### src/rtl/bcd_counter_if.sv
// Handshake/data bundle between a bcd_counter and its controller.
// Digit 0 sits in [3:0] of both load_val and count.
interface bcd_counter_if #(
    parameter int unsigned DIGITS = 2
);
    logic                  en;
    logic                  up;
    logic                  load;
    logic [4*DIGITS-1:0]   load_val;
    logic [4*DIGITS-1:0]   count;
    logic                  wrap;
    logic                  load_err;
    logic                  tc;

    modport master (
        output en, up, load, load_val,
        input  count, wrap, load_err, tc
    );

    modport slave (
        input  en, up, load, load_val,
        output count, wrap, load_err, tc
    );
endinterface

### src/rtl/bcd_counter.sv
// Multi-digit BCD up/down counter with validated parallel load, wrap and
// load-error pulses, and a combinational terminal count for cascading.
// Digits are stepped per 4-bit slice with explicit 9/0 compares, so count
// never holds a non-BCD code.
module bcd_counter #(
    parameter int unsigned DIGITS = 2
) (
    input  logic           clk,
    input  logic           rst_n,
    bcd_counter_if.slave   bus
);
    localparam int unsigned W = 4 * DIGITS;

    logic [W-1:0] count_q;
    logic         wrap_q;
    logic         load_err_q;

    logic [W-1:0] inc_val;
    logic [W-1:0] dec_val;
    logic         load_ok;
    logic         all_nines;
    logic         all_zero;
    logic         carry;
    logic         borrow;
    logic [3:0]   digit;

    // Next-value candidates: ripple increment/decrement and load digit check.
    always_comb begin
        inc_val   = count_q;
        dec_val   = count_q;
        load_ok   = 1'b1;
        all_nines = 1'b1;
        all_zero  = 1'b1;
        carry     = 1'b1;
        borrow    = 1'b1;
        digit     = '0;
        for (int unsigned i = 0; i < DIGITS; i++) begin
            digit = count_q[4*i +: 4];
            if (digit != 4'd9) all_nines = 1'b0;
            if (digit != 4'd0) all_zero  = 1'b0;
            if (carry) begin
                if (digit == 4'd9) begin
                    inc_val[4*i +: 4] = 4'd0;
                end else begin
                    inc_val[4*i +: 4] = digit + 4'd1;
                    carry = 1'b0;
                end
            end
            if (borrow) begin
                if (digit == 4'd0) begin
                    dec_val[4*i +: 4] = 4'd9;
                end else begin
                    dec_val[4*i +: 4] = digit - 4'd1;
                    borrow = 1'b0;
                end
            end
            if (bus.load_val[4*i +: 4] > 4'd9) load_ok = 1'b0;
        end
    end

    // Count register with load > enable > hold priority.
    always_ff @(posedge clk or negedge rst_n) begin
        if (!rst_n) begin
            count_q    <= '0;
            wrap_q     <= 1'b0;
            load_err_q <= 1'b0;
        end else if (bus.load) begin
            wrap_q <= 1'b0;
            if (load_ok) begin
                count_q    <= bus.load_val;
                load_err_q <= 1'b0;
            end else begin
                load_err_q <= 1'b1;
            end
        end else if (bus.en) begin
            load_err_q <= 1'b0;
            if (bus.up) begin
                count_q <= inc_val;
                wrap_q  <= all_nines;
            end else begin
                count_q <= dec_val;
                wrap_q  <= all_zero;
            end
        end else begin
            wrap_q     <= 1'b0;
            load_err_q <= 1'b0;
        end
    end

    assign bus.count    = count_q;
    assign bus.wrap     = wrap_q;
    assign bus.load_err = load_err_q;
    assign bus.tc       = bus.en & ~bus.load & (bus.up ? all_nines : all_zero);
endmodule

### src/flat_wrapper.sv
// flat-port wrapper written by rule: the top's interface ports become plain ports
module bcd_counter_flat 
#(
    parameter int unsigned DIGITS = 2
)
  (clk, rst_n, bus_en, bus_up, bus_load, bus_load_val, bus_count, bus_wrap, bus_load_err, bus_tc);
  bcd_counter_if #(.DIGITS(DIGITS)) bus_i ();
  input  logic clk;
  input  logic rst_n;
  input wire logic [$bits(bus_i.en)-1:0] bus_en;
  input wire logic [$bits(bus_i.up)-1:0] bus_up;
  input wire logic [$bits(bus_i.load)-1:0] bus_load;
  input wire logic [$bits(bus_i.load_val)-1:0] bus_load_val;
  output wire logic [$bits(bus_i.count)-1:0] bus_count;
  output wire logic [$bits(bus_i.wrap)-1:0] bus_wrap;
  output wire logic [$bits(bus_i.load_err)-1:0] bus_load_err;
  output wire logic [$bits(bus_i.tc)-1:0] bus_tc;
  assign bus_i.en = bus_en;
  assign bus_i.up = bus_up;
  assign bus_i.load = bus_load;
  assign bus_i.load_val = bus_load_val;
  assign bus_count = bus_i.count;
  assign bus_wrap = bus_i.wrap;
  assign bus_load_err = bus_i.load_err;
  assign bus_tc = bus_i.tc;
  bcd_counter #(.DIGITS(DIGITS)) u_core (.clk(clk), .rst_n(rst_n), .bus(bus_i));
endmodule
### config.mk
export PLATFORM = sky130hd
export DESIGN_NAME = bcd_counter_flat
export DESIGN_NICKNAME = d
export VERILOG_FILES = /design/src/rtl/bcd_counter_if.sv /design/src/rtl/bcd_counter.sv /design/src/flat_wrapper.sv
export SDC_FILE = /design/constraint.sdc
export NUM_CORES = 1
export LEC_CHECK = 0
export BUFFER_PORTS_ARGS = -buffer_cell sky130_fd_sc_hd__clkbuf_2
export CAP_MARGIN = 5
export CORE_UTILIZATION = 45
export DETAILED_ROUTE_END_ITERATION = 10
export PLACE_DENSITY = 0.7
export SYNTH_ARGS = -nofsm -noshare
export SYNTH_HDL_FRONTEND = slang
export SYNTH_SLANG_ARGS = --single-unit
### constraint.sdc
create_clock -name clk -period 2.2 [get_ports clk]
set_input_delay 0 -clock clk [delete_from_list [all_inputs] [get_ports clk]]
set_output_delay 0 -clock clk [all_outputs]
set_load 0.005 [all_outputs]
==> results.sh <==
export IMPL_fp_dieW_microns=46.0
export IMPL_gp_congestion=0.735
export IMPL_die_y_microns=46.0
export IMPL_pin_count=24
export IMPL_coreArea_sq_mm=0.00176
export IMPL_min_delay_path_depth=3
export IMPL_yosysTopAreaCell="dfrtp_1"
export IMPL_grt_setup_unrepaired="no"
export IMPL_r2r_start="u_core.bus.count[1]$_DFFE_PN0P_"
export IMPL_power_total_uw=828
export IMPL_max_vdd_ir_drop_v=0.000404
export IMPL_status="finished clean"
export IMPL_tightestPinTransition_ps=556
export IMPL_synth_top_area_share_pct=28.7
export IMPL_hold_violations=0
export IMPL_ys_dominant_reg_cell="dfrtp_1"
export IMPL_max_slew_margin_pct=62.8
export IMPL_drv_cap=0
export IMPL_grt_pass1_wl_mm=3.37
export IMPL_place_hpwl_mm=1.42
export IMPL_port_buffers=23
export IMPL_ys_types=46
export IMPL_antenna_found_initial=0
export IMPL_rrSetupSlack_ps=450
export IMPL_drc=0
export IMPL_cts_tree="yes"
export IMPL_dr_pass1_iters=4
export IMPL_hp_class="in -> reg"
export IMPL_syn_instance_count=110
export IMPL_yosys_register_bits=10
export IMPL_cts_buffer_depth=2
export IMPL_synth_edff_count=0
export IMPL_fin_nets=140
export IMPL_worstRegToRegCells=4
export IMPL_min_period_ps=1910
export IMPL_fin_ws_ps=287
export IMPL_cts_max_level=1
export IMPL_crit_type="reg -> out"
export IMPL_postRouteAntennaNets=0
export IMPL_clock_sinks=10
export IMPL_grt_pass1_vias=725
export IMPL_holdWs_ps=42.3
export IMPL_die_area_sq_mm=0.00212
export IMPL_insertion_delay_ps=260
export IMPL_synth_most_common_cell="dfrtp_1"
export IMPL_drive_above_1_share_pct=25.4
export IMPL_powerDensity_mw_per_mm2=825
export IMPL_seq_area_frac_synth_pct=28.7
export IMPL_hold_start="bus_en"
export IMPL_area_growth_syn_to_layout_pct=15.2
export IMPL_track_usage_pct=22.2
export IMPL_diodes=0
export IMPL_max_freq_ghz=0.523
export IMPL_required_ps=2200
export IMPL_slowest_delay_ps=510
export IMPL_post_place_ws_ps=465
export IMPL_cp_arrival_ps=1910
export IMPL_clk_pin_slew_worst_paths_ps=70
export IMPL_wl_per_cell_microns=13.1
export IMPL_cp_slowest_cell="dfrtp_1"
export IMPL_synth_area_leaders="dfrtp_1, o21ai_0, a21oi_1, xnor2_1, nand2_1"
export IMPL_end_kind="primary output"
export IMPL_hold_end="u_core.bus.count[3]$_DFFE_PN0P_"
export IMPL_utilization_pct=56.9
export IMPL_syn_area_sq_um=871
export IMPL_syn_nets=123
export IMPL_finClkSkew_ps=1.08
export IMPL_regToRegEndpoint="u_core.bus.count[7]$_DFFE_PN0P_"
export IMPL_initial_core_util_pct=49.4
export IMPL_report_final_slew_viol_count=0
export IMPL_fin_setup_tns_ps=0
export IMPL_cts_setup_buffers=0
export IMPL_drt_wl_total_mm=1.98
export IMPL_period_share_pct=86.9
export IMPL_drt_iter0_markers=23
export IMPL_cts_buffers=3
export IMPL_grt_max_degree=25
export IMPL_path_cells="or3_4 -> or3_1 -> o21ai_1 -> and3_1 -> clkbuf_2"
export IMPL_synth_area_per_cell_sq_um=7.92
export IMPL_dr_total_vias=871
export IMPL_worst_path_max_fanout=11
export IMPL_startpoint_type="flop"
export IMPL_clockRootBuffer="clkbuf_4"
export IMPL_leakagePower_nw=0.444
export IMPL_ys_warn_count=0
export IMPL_overflow=0
export IMPL_viasPerCell=5.77
export IMPL_synthArstFlopShare_pct=100
export IMPL_placementRows=15
export IMPL_ys_top_cells_by_count="dfrtp_1, nand2_1, o21ai_0"
export IMPL_finalSetupViolCount=0
-- cell families (layout without fill, tap and decap cells) --
logic type / count (synthesis) / count (layout) / share of synthesized area [%]
AND/OR/NAND/NOR: 42 / 42 / 28.3
AO/OA/AOI/OAI: 37 / 37 / 28.4
buffers and inverters: 15 / 31 / 8.19
XOR/XNOR: 5 / 5 / 5.03
multiplexers: 1 / 1 / 1.29
flip-flops: 10 / 10 / 28.7
-- cell usage in the layout (no fill, tap or decap), drive strengths merged, types with 2 or more instances in the layout --
cell,Yosys,final
nand2,10,10
nand3b,3,3
or3,2,2
a21oi,7,7
nand3,4,4
inv,3,3
nor2b,5,5
a31oi,2,2
o211ai,3,3
a2bb2oi,2,2
o21ai,10,10
xnor2,4,4
dfrtp,10,10
nor3,4,4
and3,2,2
nor2,5,5
clkbuf,4,27
-- stage by stage --
stage | cells | instance area (sq um)
floorplan | 110 | 871
finish | 151 | 1000
global route | 151 | 1000
CTS | 151 | 1000
global placement | 146 | 957
detailed placement | 146 | 957
-- report_power, final --
part / internal [mW] / switching, mW
sequential: 0.226 / 0.122
combinational: 0.177 / 0.137
clock: 0.100 / 0.0658
-- per-layer routing --
| layer | wire (microns) | part of all wire (%) | vias up | track usage (%) |
|---|---|---|---|---|
| li1 | - | - | 438 | - |
| met1 | 1010 | 51 | 406 | 35.1 |
| met2 | 858 | 43 | 27 | 29.0 |
| met3 | 109 | 5.5 | 0 | 8.33 |
| met4 | 0 | 0 | 0 | 1.76 |
| met5 | 0 | 0 | - | 0 |
-- area by class of cell --
| type | instances | area (sq um) |
|---|---|---|
| clock buffer | 4 | 36.3 |
| fill | 182 | 761 |
| inverter | 3 | 11.3 |
| multi-input combinational | 85 | 549 |
| sequential | 10 | 250 |
| tap | 25 | 31.3 |
| timing repair buffer | 24 | 125 |
-- critical path: cells and delay by family (launching register included) --
kind,cells,cell delay [ps]
buf+inv,1,110
flops,1,510
simple gates,3,930
compound gates,1,100
-- sequential cells by signal, summed over array words and instances, names as in the netlist --
signal               flops
u_core.bus.count         8
u_core.bus.load_err      1
u_core.bus.wrap          1
-- how the worst max path moves through the flow --
stage	end	slack (ps)	cells after the start	from
4_1_cts	bus_tc	290	5	u_core.bus.count[0]$_DFFE_PN0P_
3_5_place_dp	u_core.bus.count[7]$_DFFE_PN0P_	470	4	u_core.bus.count[1]$_DFFE_PN0P_
6_report	bus_tc	290	5	u_core.bus.count[0]$_DFFE_PN0P_
2_1_floorplan	u_core.bus.count[7]$_DFFE_PN0P_	550	5	u_core.bus.count[0]$_DFFE_PN0P_
3_3_place_gp	u_core.bus.count[7]$_DFFE_PN0P_	510	4	u_core.bus.count[1]$_DFFE_PN0P_
5_1_grt	bus_tc	190	5	u_core.bus.count[0]$_DFFE_PN0P_
-- what timing repair did --
action                                 CTS  global route
hold buffers                             1             0
resized for setup                        0             0
endpoints found under the hold margin   10             0
Note: power is estimated with default switching activity, not from simulation.
